`config.mk`:
```
export PLATFORM = sky130hd
export DESIGN_NAME = countdown_sequencer
export DESIGN_NICKNAME = d
export VERILOG_FILES = /design/src/rtl/countdown_pkg.sv /design/src/rtl/countdown_rom.sv /design/src/rtl/countdown_sequencer.sv
export SDC_FILE = /design/constraint.sdc
export NUM_CORES = 1
export LEC_CHECK = 0
export BUFFER_PORTS_ARGS = -buffer_cell sky130_fd_sc_hd__buf_2
export CELL_PAD_IN_SITES_DETAIL_PLACEMENT = 1
export CELL_PAD_IN_SITES_GLOBAL_PLACEMENT = 2
export CORE_MARGIN = 4
export CORE_UTILIZATION = 29
export DETAILED_ROUTE_END_ITERATION = 6
export GPL_ROUTABILITY_DRIVEN = 0
export PLACE_DENSITY_LB_ADDON = 0.1
export REMOVE_ABC_BUFFERS = 1
export SYNTH_ARGS = -nofsm -noshare
export SYNTH_HDL_FRONTEND = slang
export SYNTH_SLANG_ARGS = --single-unit
```
`constraint.sdc`:
```
create_clock -name vga_clk -period 1.6 [get_ports vga_clk]
set_input_delay 0.24 -clock vga_clk [delete_from_list [all_inputs] [get_ports vga_clk]]
set_output_delay 0.24 -clock vga_clk [all_outputs]
set_load 0.02 [all_outputs]
```
`src/rtl/countdown_pkg.sv`:
```
// Shared types and helpers for the countdown overlay: FSM states, 4-bit RGB
// triple, palette index width and the 50 % blend used by the optional fade.
package countdown_pkg;

    typedef enum logic [1:0] {
        IDLE   = 2'd0,
        RUN    = 2'd1,
        FINISH = 2'd2
    } state_t;

    typedef struct packed {
        logic [3:0] red;
        logic [3:0] green;
        logic [3:0] blue;
    } rgb4_t;

    localparam int PAL_BITS = 2;

    function automatic logic [3:0] blend4(input logic [3:0] a, input logic [3:0] b);
        logic [4:0] sum;
        sum = {1'b0, a} + {1'b0, b};
        return sum[4:1];
    endfunction

    function automatic rgb4_t blend_rgb(input rgb4_t a, input rgb4_t b);
        rgb4_t mix;
        mix.red   = blend4(a.red,   b.red);
        mix.green = blend4(a.green, b.green);
        mix.blue  = blend4(a.blue,  b.blue);
        return mix;
    endfunction

endpackage

```
`src/rtl/countdown_rom.sv`:
```
// Sprite ROM holding all digit frames back-to-back (frame, row, column order),
// registered read on the rising pixel clock edge.
module countdown_rom
    import countdown_pkg::*;
#(
    parameter int DEPTH  = 16384,
    parameter int WIDTH  = PAL_BITS,
    parameter int X_BITS = 6,
    parameter int Y_BITS = 6,
    parameter int AW     = $clog2(DEPTH)
) (
    input  logic             vga_clk,
    input  logic [AW-1:0]    addr,
    output logic [WIDTH-1:0] q
);

    // Built-in glyph image: each texel index mixes its column, row and frame
    // fields so every frame shows a distinct checker of transparent and opaque
    // texels. Replace this function body to load real artwork.
    function automatic logic [WIDTH-1:0] image_word(input logic [AW-1:0] a);
        logic [AW-1:0] t;
        t = a ^ (a >> X_BITS) ^ (a >> (X_BITS + Y_BITS));
        return t[WIDTH-1:0];
    endfunction

    // Synchronous read port.
    always_ff @(posedge vga_clk) begin
        q <= image_word(addr);
    end

endmodule

```
`src/rtl/countdown_sequencer.sv`:
```
// "3, 2, 1, FIGHT" countdown overlay composited onto the VGA pixel stream.
// Optional fade-out blend of each digit is enabled with COUNTDOWN_FADE_EN.
module countdown_sequencer
    import countdown_pkg::*;
#(
    parameter int SPRITE_W         = 64,
    parameter int SPRITE_H         = 64,
    parameter int NUM_DIGITS       = 4,
    parameter int FRAMES_PER_DIGIT = 60,
    parameter int SCALE_SHIFT      = 2,
    parameter int X0               = 192,
    parameter int Y0               = 112,
    parameter int V_ACTIVE         = 480,
    parameter int FADE_FRAMES      = 15
) (
    input  logic                          vga_clk,
    input  logic                          Reset,
    input  logic                          start,
    input  logic [9:0]                    DrawX,
    input  logic [9:0]                    DrawY,
    input  logic                          blank,
    input  logic [3:0]                    bg_red,
    input  logic [3:0]                    bg_green,
    input  logic [3:0]                    bg_blue,
    output logic [3:0]                    red,
    output logic [3:0]                    green,
    output logic [3:0]                    blue,
    output logic                          busy,
    output logic                          done,
    output logic [$clog2(NUM_DIGITS)-1:0] digit_idx
);

    localparam int DIG_W     = $clog2(NUM_DIGITS);
    localparam int ROM_DEPTH = NUM_DIGITS * SPRITE_W * SPRITE_H;
    localparam int ADDR_W    = $clog2(ROM_DEPTH);
    localparam int TX_W      = $clog2(SPRITE_W);
    localparam int TY_W      = $clog2(SPRITE_H);
    localparam int CNT_W     = $clog2(FRAMES_PER_DIGIT + 1);

    localparam logic [10:0]      X_LO     = 11'(X0);
    localparam logic [10:0]      X_HI     = 11'(X0 + (SPRITE_W << SCALE_SHIFT));
    localparam logic [10:0]      Y_LO     = 11'(Y0);
    localparam logic [10:0]      Y_HI     = 11'(Y0 + (SPRITE_H << SCALE_SHIFT));
    localparam logic [CNT_W-1:0] CNT_LAST = CNT_W'(FRAMES_PER_DIGIT - 1);
    localparam logic [DIG_W-1:0] DIG_LAST = DIG_W'(NUM_DIGITS - 1);
    localparam logic [CNT_W-1:0] CNT_FADE =
        (FADE_FRAMES >= FRAMES_PER_DIGIT) ? CNT_W'(0) : CNT_W'(FRAMES_PER_DIGIT - FADE_FRAMES);

`ifdef COUNTDOWN_FADE_EN
    localparam bit FADE_ON = 1'b1;
`else
    localparam bit FADE_ON = 1'b0;
`endif

    state_t             state_r;
    logic [DIG_W-1:0]   digit_r;
    logic [CNT_W-1:0]   cnt_r;
    logic               busy_r;
    logic               done_r;
    logic               tick_r;

    logic [10:0]        x_s;
    logic [10:0]        y_s;
    logic [10:0]        dx_s;
    logic [10:0]        dy_s;
    logic [TX_W-1:0]    tx_s;
    logic [TY_W-1:0]    ty_s;
    logic [ADDR_W-1:0]  addr_s;
    logic               inside_s;
    logic               fade_s;

    logic               inside_r;
    logic               blank_r;
    logic               fade_r;
    rgb4_t              bg_r;

    logic [PAL_BITS-1:0] pal_idx_s;
    rgb4_t              pal_s;
    rgb4_t              mix_s;
    rgb4_t              out_r;

    // Frame tick: one pulse per frame when the scan passes the first blank line.
    always_ff @(posedge vga_clk) begin
        if (Reset) begin
            tick_r <= 1'b0;
        end else begin
            tick_r <= (DrawX == 10'd0) && (DrawY == 10'(V_ACTIVE));
        end
    end

    // Countdown FSM; busy/done/digit are registered alongside the state.
    always_ff @(posedge vga_clk) begin
        if (Reset) begin
            state_r <= IDLE;
            digit_r <= '0;
            cnt_r   <= '0;
            busy_r  <= 1'b0;
            done_r  <= 1'b0;
        end else begin
            case (state_r)
                IDLE: begin
                    done_r <= 1'b0;
                    if (start) begin
                        state_r <= RUN;
                        digit_r <= '0;
                        cnt_r   <= '0;
                        busy_r  <= 1'b1;
                    end else begin
                        busy_r  <= 1'b0;
                    end
                end
                RUN: begin
                    if (tick_r) begin
                        if (cnt_r == CNT_LAST) begin
                            cnt_r <= '0;
                            if (digit_r == DIG_LAST) begin
                                // Digit index is held on the last frame until the next start.
                                state_r <= FINISH;
                                busy_r  <= 1'b0;
                                done_r  <= 1'b1;
                            end else begin
                                digit_r <= digit_r + DIG_W'(1);
                            end
                        end else begin
                            cnt_r <= cnt_r + CNT_W'(1);
                        end
                    end
                end
                FINISH: begin
                    state_r <= IDLE;
                    done_r  <= 1'b0;
                    busy_r  <= 1'b0;
                end
                default: begin
                    state_r <= IDLE;
                    busy_r  <= 1'b0;
                    done_r  <= 1'b0;
                end
            endcase
        end
    end

    // Stage 1 hit test and address; 11-bit compares keep off-screen parts from wrapping.
    always_comb begin
        x_s      = {1'b0, DrawX};
        y_s      = {1'b0, DrawY};
        dx_s     = x_s - X_LO;
        dy_s     = y_s - Y_LO;
        tx_s     = TX_W'(dx_s >> SCALE_SHIFT);
        ty_s     = TY_W'(dy_s >> SCALE_SHIFT);
        inside_s = (state_r == RUN) && (x_s >= X_LO) && (x_s < X_HI)
                   && (y_s >= Y_LO) && (y_s < Y_HI);
        addr_s   = ADDR_W'(digit_r) * ADDR_W'(SPRITE_W * SPRITE_H)
                   + ADDR_W'(ty_s) * ADDR_W'(SPRITE_W) + ADDR_W'(tx_s);
        fade_s   = (cnt_r >= CNT_FADE);
    end

    countdown_rom #(
        .DEPTH  (ROM_DEPTH),
        .WIDTH  (PAL_BITS),
        .X_BITS (TX_W),
        .Y_BITS (TY_W)
    ) u_rom (
        .vga_clk (vga_clk),
        .addr    (addr_s),
        .q       (pal_idx_s)
    );

    // Stage 1 side-band registers, aligned with the ROM read register.
    always_ff @(posedge vga_clk) begin
        if (Reset) begin
            inside_r <= 1'b0;
            blank_r  <= 1'b0;
            fade_r   <= 1'b0;
            bg_r     <= '0;
        end else begin
            inside_r <= inside_s;
            blank_r  <= blank;
            fade_r   <= fade_s;
            bg_r     <= '{red: bg_red, green: bg_green, blue: bg_blue};
        end
    end

    // Palette: index 0 is transparent and never displayed.
    always_comb begin
        pal_s = '0;
        case (pal_idx_s)
            PAL_BITS'(1): pal_s = '{red: 4'hF, green: 4'hF, blue: 4'hF};
            PAL_BITS'(2): pal_s = '{red: 4'hF, green: 4'h8, blue: 4'h0};
            PAL_BITS'(3): pal_s = '{red: 4'hF, green: 4'h0, blue: 4'h0};
            default:      pal_s = '0;
        endcase
    end

    // Stage 2 compositing.
    always_comb begin
        mix_s = bg_r;
        if (!blank_r) begin
            mix_s = '0;
        end else if (inside_r && (pal_idx_s != '0)) begin
            if (FADE_ON && fade_r) begin
                mix_s = blend_rgb(pal_s, bg_r);
            end else begin
                mix_s = pal_s;
            end
        end else begin
            mix_s = bg_r;
        end
    end

    // Output colour register.
    always_ff @(posedge vga_clk) begin
        if (Reset) begin
            out_r <= '0;
        end else begin
            out_r <= mix_s;
        end
    end

    assign red       = out_r.red;
    assign green     = out_r.green;
    assign blue      = out_r.blue;
    assign busy      = busy_r;
    assign done      = done_r;
    assign digit_idx = digit_r;

endmodule
```
==> metrics.txt, run 1 <==
outcome=finished clean; leakage power=slightly below 0.0009 uW; clk sinks=41; mean area per synthesized cell=about 9.7 um^2; Overall Global Routing Usage=0.126; deepest level of the CTS H-tree=2; CP dominant cell by count=buf_4; height of the die=between 80 and 90 um; type of the most critical hold path=input pin to flip-flop; clock tree from TritonCTS=done; CP max stage delay=~0.4 ns; floorplan die area=roughly 6700 um^2; ratio of cells with drive above 1 in the final layout=0.341; number of distinct library cell variants in the gate-level netlist after synthesis=39; total wire length after detailed routing=4170 um; required time at the worst-slack endpoint=approximately 1.7 ns; count of final setup violators=0; Critical Path End Type=flip-flop; synthesized instance count=between 150 and 200; overall overflow remaining after global route=0; Std-Cell Rows=26; largest fanout on the critical path=6; Mapped Area=around 1600 um^2; Total Nets Final=between 200 and 300; maximum number of pins on one net before global-route repair=16; flops & latches, synth=41; growth of design area from synthesis to finish=34.3%; Skew-Pair Late Insertion Delay=roughly 0.29 ns; fraction of registers with async set or reset after synthesis=0; initial standard-cell utilization of the core=0.304; post-layout minimum cycle time=approximately 1.5 ns; number of flops mapped to enable cells by yosys=0; Power, Total=just under 2000 uW; x dimension of the die=between 80 and 90 um; total DRC errors in the routed layout=0; Clock Skews=0.00592 ns; share of the synthesized area in the top cell type=0.518; post-DR vias/cell=a little under 5; worst-margin pin slew=0.528 ns; total placed instance area=~2000 um^2; most area-consuming cells after synthesis=dfxtp_1, nor2b_1, nand2_1; post-route fraction of the period consumed by the critical path=0.958; clock slew at reported path FFs=about 0.090 ns; detailed-placement wirelength estimate=3190 um; Post-CTS Hold Buffers=0; input/output buffers=51; wire length of the first global-routing pass=6530 um; peak clock frequency supported by timing=approximately 650 MHz; number of global-route vias before repair=1436; DRC marker count from the first detailed-route iteration=26; final instance area=approximately 2100 um^2; minimum hold slack=0.107 ns; cell accounting for the most synthesized area=dfxtp_1; cell chosen for the clock root=clkbuf_8; maximum root-to-sink buffer count=2; cell with the biggest individual delay on the critical path=dfxtp_1; Antenna diodes=0; highest ir drop seen on vdd=around 0.00039 V; Slew Viols, Final=0; initial antenna violation count=0; largest delay contributor family on the critical path=flip-flops; routed via count=approximately 1400; number of I/O pins=52; Max-cap violations=0; Slew HR=0.646; fraction of the yosys area taken by sequential cells=0.518; ordered cell list for the critical path=ha_4, nand4b_1, buf_4, o21ai_1, buf_4, a221oi_1; number of buffers added by the clock tree synthesis step=5; number of warnings reported in the yosys synthesis log=0; path type of the worst setup path=flip-flop to flip-flop; ratio of total power to cell area=a little over 900 nW/um^2; per-cell routed wire length=approximately 14 um; fraction of the core area covered by cells at the end of the flow=0.409; number of buffer and inverter instances along the worst setup path=2; number of detailed-routing iterations run before antenna repair=4; startpoint kind of the worst setup timing path=flip-flop; Final Hold Fails=0; most instantiated flip-flop cell in the synthesis netlist=dfxtp_1; core footprint=5200 um^2; Arr. time, crit path=around 1.7 ns; Final ANT Viol Nets=0
routing by layer:
metal,routed length (um),up-vias,track usage
met3,218,6,0.0384
met4,40,0,0.0349
met2,2270,28,0.228
met1,1640,701,0.142
met5,0,-,0
li1,-,711,-
path summary, 6_finish.rpt:
kind / startpoint / end / slack (ns) / cells past startpoint
min: DrawX[1] / tick_r / 0.11 / 2
max reg2reg: cnt_r[1] / cnt_r[2] / 0.07 / 6
max: cnt_r[1] / cnt_r[2] / 0.07 / 6
min reg2reg: bg_r[0] / blue[0] / 0.45 / 2
sequential cells by signal, summed over array words and instances (netlist names), 2 cells and up:
signal     flops
u_rom.q        2
blue           4
cnt_r          6
green          4
state_r        2
digit_idx      2
red            4
bg_r          12
power by group:
group / total, uW / leakage (uW) / internal (uW) / switching [uW]
Clock: 688 / 0.0000447 / 315 / 374
Sequential: 1070 / 0.000336 / 1050 / 13.7
Combinational: 191 / 0.000507 / 95.2 / 96.0
Total: 1950 / 0.000888 / 1460 / 484
through the flow:
stage / cells / setup TNS [ns] / setup slack [ns]
finish: 299 / 0 / 0.0670
global route: 299 / -0.0223 / -0.0159
CTS: 297 / 0 / 0.0100
detailed placement: 289 / 0 / 0.0161
global placement: 289 / 0 / 0.128
floorplan: 157 / 0 / 0.0712
placed cells by master, fill, tap and decap left out, types with 2 or more instances in the layout:
cell type	instances
or3_1	2
o21ai_0	3
nand3_1	2
buf_2	51
nor3b_1	2
nor2b_1	15
a221oi_2	2
a221oi_1	4
nand4b_1	2
ha_1	3
inv_1	7
nor4_1	3
a21oi_1	8
dfxtp_1	40
nand4_1	2
clkbuf_8	5
or4_1	3
xnor2_1	4
nand2_1	14
nor2_1	11
nand2b_1	3
buf_4	13
xor2_1	2
a31oi_1	2
o31ai_1	4
kinds of logic (layout without fill, tap and decap cells):
logic type	count (synthesis)	after routing	synth area share
buffers and inverters	14	79	0.0340
multiplexers	1	1	0.00632
AND/OR/NAND/NOR	66	66	0.233
adder cells (fa/ha/maj)	4	4	0.0316
XOR/XNOR	6	6	0.0332
AO/OA/AOI/OAI	32	32	0.144
flip-flops	41	41	0.518
cell type report:
type	count	area (um^2)
multi-input cells	109	744
fillers	626	3080
clock inverters	3	25.0
inverters	7	26.3
repair buffers	64	353
well taps	70	87.6
clock buffers	5	68.8
flip-flops and latches	41	822
timing repair:
action                                  CTS  global route
gates resized for setup                   1             8
buffers inserted                          0             2
pin swaps                                 0             1
endpoints found under the setup margin    1             8
hold endpoints to repair                  0             0
Yosys cell counts, types with 2 or more instances:
cell type	count
nor2_1	11
nand4b_1	2
o31ai_1	4
or4_1	3
o21ai_0	3
xnor2_1	4
nor4_1	3
dfxtp_1	41
a21oi_1	8
inv_1	7
o311ai_0	2
nand3_1	2
nand2_1	14
xor2_1	2
nand4_1	2
clkbuf_1	6
ha_1	4
or3_1	2
a31oi_1	2
nor2b_1	15
nor3_1	2
nor3b_1	2
a221oi_1	5
nand2b_1	3
No activity file was read; power rests on OpenSTA's default activity.
==> run 2: changes to the inputs <==
Settings changed: ABC_AREA set to 1, CORE_UTILIZATION 29 to 27.
==> metrics.txt, run 2 <==
maximum number of pins on one net before global-route repair=16; flops & latches, synth=41; Arr. time, crit path=1.56 ns; Overall Global Routing Usage=0.111; number of distinct library cell variants in the gate-level netlist after synthesis=23; most utilized layer in the global route result=met2; combinational group share of total power=0.105; number of global-route vias before repair=approximately 1400; most repeated cell in the gate-level netlist after synthesis=dfxtp_1; ordered cell list for the critical path=ha_1, nand3_1, o21bai_4, nand2_1, nand2_1, nor2_1; largest fanout on the critical path=6; Worst Hold Path EP=bg_r[0]; Total Nets Final=a little under 300; Final Hold Fails=0; Worst Min Path Start=bg_blue[0]; core footprint=5610 um^2; floorplan die area=just over 7000 um^2; pre-CTS setup slack=between 0.15 and 0.2 ns; number of fillers in the final layout=~740; CP dominant cell by count=nand2_1; number of I/O pins=52; path type of the worst setup path=flip-flop to flip-flop; clock slew at reported path FFs=0.08 ns; growth of design area from synthesis to finish=28.2%; most used cells in the layout excluding fill and tap cells=buf_2, dfxtp_1, nor2_1; clock tree from TritonCTS=done; maximum root-to-sink buffer count=2; worst-margin pin slew=around 0.38 ns; Antenna diodes=0; deepest level of the CTS H-tree=2; Max-cap violations=0; sequential group share of total power=0.500; Non-Filler Instances=around 330; cell with the biggest individual delay on the critical path=dfxtp_1; DRC marker count from the first detailed-route iteration=32; most instantiated flip-flop cell in the synthesis netlist=dfxtp_1; Mapped Area=1590 um^2; number of instances resized during post-cts repair=0; fraction of the core area covered by cells at the end of the flow=0.363; Switching Share=0.231; wire length of the first global-routing pass=6350 um; number of buffer and inverter instances along the worst setup path=0; reg2reg start=cnt_r[0]; fraction of the yosys area taken by sequential cells=0.516; ratio of total power to cell area=between 1000 and 1500 nW/um^2; Post-CTS Hold Buffers=0; Skew-Pair Late Insertion Delay=0.29 ns; clock group share of total power=0.395; ratio of cells with drive above 1 in the final layout=0.263; x dimension of the die=~85 um; met2 usage in global routing=0.196; leakage power=~0.001 uW; highest ir drop seen on vdd=about 0.00052 V; most area-consuming cells after synthesis=dfxtp_1, nor2_1, inv_1; slack of the worst reg-to-reg path=between 0.2 and 0.25 ns; total wire length after detailed routing=about 3700 um; leading cell types by count after synthesis=dfxtp_1, nor2_1, inv_1, nand2_1, a21oi_1; endpoint of the worst register-to-register path=cnt_r[2]; height of the die=84.7 um; per-cell routed wire length=11.3 um; Final ANT Viol Nets=0; Internal Power=between 1500 and 2000 uW; total DRC errors in the routed layout=0; switching power summed over all nets=about 500 uW; Clock Skews=between 0.003 and 0.004 ns; number of buffers added by the clock tree synthesis step=5; initial standard-cell utilization of the core=0.284; fraction of registers with async set or reset after synthesis=0; synthesized instance count=about 200; cell chosen for the clock root=clkbuf_8; number of cells on the worst hold path=3; overall overflow remaining after global route=0; FF-to-FF path depth=6; global-route met1 utilization=0.123; number of warnings reported in the yosys synthesis log=0; Power, Total=2170 uW; CP max stage delay=0.37 ns; met3 layer usage reported by global route=0.0334; number of setup buffers added after CTS=0; cell accounting for the most synthesized area=dfxtp_1; number of detailed-routing iterations run before antenna repair=4; largest delay contributor family on the critical path=simple AND/OR/NAND/NOR gates; required time at the worst-slack endpoint=1.78 ns; initial antenna violation count=0; peak clock frequency supported by timing=725 MHz; clk sinks=slightly above 40; final sum of negative setup slack=0 ns; share of the synthesized area in the top cell type=0.516; outcome=finished clean; routed via count=about 1400; post-layout minimum cycle time=about 1.4 ns; post-route fraction of the period consumed by the critical path=0.862; Inst Count DP=~320; setup ws final=0.222 ns; register name with the most flops=bg_r; largest registers ranked by flip-flop count=bg_r: 12 flops, cnt_r: 6 flops; type of the most critical hold path=input pin to flip-flop; count of final setup violators=0; most common library cell in the layout ignoring fill and taps=buf_2; Slew Viols, Final=0; post-DR vias/cell=approximately 4.2; startpoint kind of the worst setup timing path=flip-flop; Slew HR=0.744; Std-Cell Rows=27; detailed-placement wirelength estimate=~2900 um; number of flops mapped to enable cells by yosys=0; setup repair after global routing missed its margin=no; number of flip-flops under the largest register name=12; input/output buffers=51; Critical Path End Type=flip-flop; mean area per synthesized cell=~8.0 um^2
-- run 2: cell count changes in the layout (fill, tap and decap cells not counted), sizes merged, moves of 6 or more --
cell	change
nor2	+26
inv	+25
nand2	+20
nor2b	-15
buf	-12
nand3	+7
a21oi	+6
a221oi	-6
-- run 2: worst reg2reg max path, stage by stage, from the launching register on --
cell	delay, ns
dfxtp_1	0.37
ha_1	0.21
nand3_1	0.16
o21bai_4	0.19
nand2_1	0.07
nand2_1	0.20
nor2_1	0.08
-- run 2: kinds of logic after synthesis --
| group | after synthesis | share of synthesized area |
|---|---|---|
| AND/OR/NAND/NOR | 92 | 0.253 |
| buffers and inverters | 37 | 0.0936 |
| adder cells (fa/ha/maj) | 4 | 0.0315 |
| AO/OA/AOI/OAI | 17 | 0.0622 |
| XOR/XNOR | 8 | 0.0441 |
| flip-flops | 41 | 0.516 |
-- run 2: area by class of cell --
type / count / area (um^2) / share of cell area
well taps: 72 / 90.1 / 0.0442
clock inverters: 2 / 37.5 / 0.0184
flip-flops and latches: 41 / 821 / 0.403
inverters: 33 / 124 / 0.0608
clock buffers: 6 / 82.6 / 0.0405
multi-input cells: 121 / 621 / 0.304
repair buffers: 52 / 263 / 0.129
-- run 2: worst max path at each step --
| stage | depth (start not counted) | endpoint | start | slack, ns |
|---|---|---|---|---|
| floorplan | 6 | cnt_r[0] | cnt_r[0] | 0.42 |
| global placement | 6 | cnt_r[3] | cnt_r[0] | 0.22 |
| detailed placement | 6 | cnt_r[2] | cnt_r[0] | 0.19 |
| CTS | 6 | cnt_r[2] | cnt_r[0] | 0.18 |
| global route | 6 | cnt_r[2] | cnt_r[0] | 0.05 |
| finish | 6 | cnt_r[2] | cnt_r[0] | 0.22 |
-- run 2: layer usage --
| metal | part of all wire | routed length, um |
|---|---|---|
| met1 | 0.42 | 1560 |
| met2 | 0.51 | 1890 |
| met3 | 0.046 | 171 |
| met4 | 0.020 | 72 |
| met5 | 0 | 0 |
-- run 2: power by group through the flow --
stage,logic (uW),registers [uW],clock network (uW)
floorplan,119,1120,0
finish,228,1080,858
CTS,237,1090,894
global placement,233,1110,0
global route,269,1090,941
detailed placement,234,1110,0
-- run 2: stage by stage --
| step | cell area [um^2] | hold slack (ns) |
|---|---|---|
| 6_report | 2040 | 0.149 |
| 5_1_grt | 2040 | 0.141 |
| 4_1_cts | 2040 | 0.142 |
| 3_5_place_dp | 1920 | 0.434 |
| 3_3_place_gp | 1920 | 0.429 |
| 2_1_floorplan | 1570 | 0.309 |
==> run 3: changes to the inputs <==
Settings changed: ABC_AREA 1 to not set, CAP_MARGIN set to 20, CORE_UTILIZATION 27 to 29, RECOVER_POWER set to 50.
==> metrics.txt, run 3 (same netlist as run 1, synthesis figures left out) <==
outcome=finished clean; leakage power=about 0.00083 uW; floorplan die area=6710 um^2; reg2reg start=cnt_r[1]; Worst Min Path Start=DrawX[1]; number of detailed-routing iterations run before antenna repair=4; Slew HR=0.526; number of buffer and inverter instances along the worst setup path=2; pre-CTS setup slack=about 0.016 ns; number of buffers added by the clock tree synthesis step=5; clock slew at reported path FFs=~0.090 ns; post-route fraction of the period consumed by the critical path=0.958; combinational group share of total power=0.097; Clock Skews=slightly below 0.006 ns; highest ir drop seen on vdd=0.000395 V; initial standard-cell utilization of the core=0.304; cell with the biggest individual delay on the critical path=dfxtp_1; endpoint of the worst register-to-register path=cnt_r[2]; ratio of cells with drive above 1 in the final layout=0.284; Final ANT Viol Nets=0; Std-Cell Rows=26; cell chosen for the clock root=clkbuf_8; overall overflow remaining after global route=0; type of the most critical hold path=input pin to flip-flop; peak clock frequency supported by timing=652 MHz; largest delay contributor family on the critical path=flip-flops; Overall Global Routing Usage=0.126; DRC marker count from the first detailed-route iteration=25; Arr. time, crit path=1.68 ns; Antenna diodes=0; switching power summed over all nets=484 uW; final sum of negative setup slack=0 ns; routed via count=~1400; x dimension of the die=slightly above 80 um; fraction of the core area covered by cells at the end of the flow=0.406; per-cell routed wire length=roughly 14 um; growth of design area from synthesis to finish=33.3%; Critical Path End Type=flip-flop; wire length of the first global-routing pass=around 6500 um; worst-margin pin slew=0.710 ns; number of global-route vias before repair=1436; count of final setup violators=0; Max-cap violations=0; CP dominant cell by count=buf_4; path type of the worst setup path=flip-flop to flip-flop; setup ws final=approximately 0.067 ns; most common library cell in the layout ignoring fill and taps=dfxtp_1; required time at the worst-slack endpoint=between 1.5 and 2 ns; clock group share of total power=0.354; total DRC errors in the routed layout=0; post-DR vias/cell=~4.8; Total Nets Final=about 270; Final Hold Fails=0; ordered cell list for the critical path=ha_4, nand4b_1, buf_4, o21ai_1, buf_4, a221oi_1; initial antenna violation count=0; Slew Viols, Final=0; maximum root-to-sink buffer count=2; Internal Power=around 1500 uW; Worst Hold Path EP=tick_r; input/output buffers=between 50 and 60; height of the die=approximately 80 um; largest fanout on the critical path=6; total wire length after detailed routing=4190 um; Switching Share=0.249; deepest level of the CTS H-tree=2; detailed-placement wirelength estimate=between 3000 and 4000 um; clock tree from TritonCTS=done; number of I/O pins=52; clk sinks=41; CP max stage delay=approximately 0.39 ns; maximum number of pins on one net before global-route repair=16; slack of the worst reg-to-reg path=~0.067 ns; sequential group share of total power=0.549; post-layout minimum cycle time=~1.5 ns; Skew-Pair Late Insertion Delay=a little under 0.3 ns; FF-to-FF path depth=6; number of cells on the worst hold path=2; startpoint kind of the worst setup timing path=flip-flop; most used cells in the layout excluding fill and tap cells=dfxtp_1, buf_2, nor2b_1; Power, Total=1950 uW; minimum hold slack=about 0.11 ns; ratio of total power to cell area=slightly above 900 nW/um^2; register name with the most flops=bg_r; number of flip-flops under the largest register name=12; largest registers ranked by flip-flop count=bg_r: 12 flops, cnt_r: 6 flops; core footprint=~5200 um^2
-- run 3: layer usage --
metal / track usage / share of wire
met2: 0.228 / 0.54
met5: 0 / 0
met4: 0.0349 / 0.0095
met1: 0.142 / 0.39
met3: 0.0384 / 0.057
-- run 3: area by class of cell --
cell class / instances / area [um^2]
clock buffers: 5 / 68.8
repair buffers: 64 / 337
flip-flops and latches: 41 / 822
inverters: 7 / 26.3
fillers: 629 / 3090
multi-input cells: 109 / 744
clock inverters: 3 / 25.0
well taps: 70 / 87.6
-- run 3: how the worst max path moves through the flow --
stage,endpoint,startpoint,cells past startpoint,slack [ns]
2_1_floorplan,cnt_r[1],state_r[0],3,0.07
3_3_place_gp,cnt_r[5],state_r[0],4,0.13
3_5_place_dp,digit_idx[1],cnt_r[0],4,0.02
4_1_cts,state_r[0],cnt_r[0],4,0.01
5_1_grt,cnt_r[2],cnt_r[1],6,-0.02
6_report,cnt_r[2],cnt_r[1],6,0.07
-- run 3: per-stage QoR --
| step | cell area (um^2) | std cells |
|---|---|---|
| final | 2110 | 299 |
| after global routing | 2110 | 299 |
| after CTS | 2080 | 297 |
| after detailed placement | 1980 | 289 |
| after global placement | 1980 | 289 |
| after floorplan | 1560 | 157 |
-- run 3: power by group through the flow --
stage               logic, uW  registers (uW)  clock network (uW)
floorplan                75.6            1100                   0
global placement          180            1090                   0
detailed placement        188            1090                   0
CTS                       190            1070                 718
global route              213            1070                 758
finish                    189            1070                 689
-- run 3: what timing repair did --
action / 4_1_cts / 5_1_grt
endpoints found under the setup margin: 1 / 8
hold buffers: 0 / 0
cloned: 0 / 0
gates resized for setup: 1 / 8
buffers inserted: 0 / 2
pin swaps: 0 / 1
-- run 3: worst register-to-register path, cell delays in order (launching register included) --
cell      delay, ns
dfxtp_1        0.39
ha_4           0.17
nand4b_1       0.23
buf_4          0.22
o21ai_1        0.11
buf_4          0.17
a221oi_1       0.10
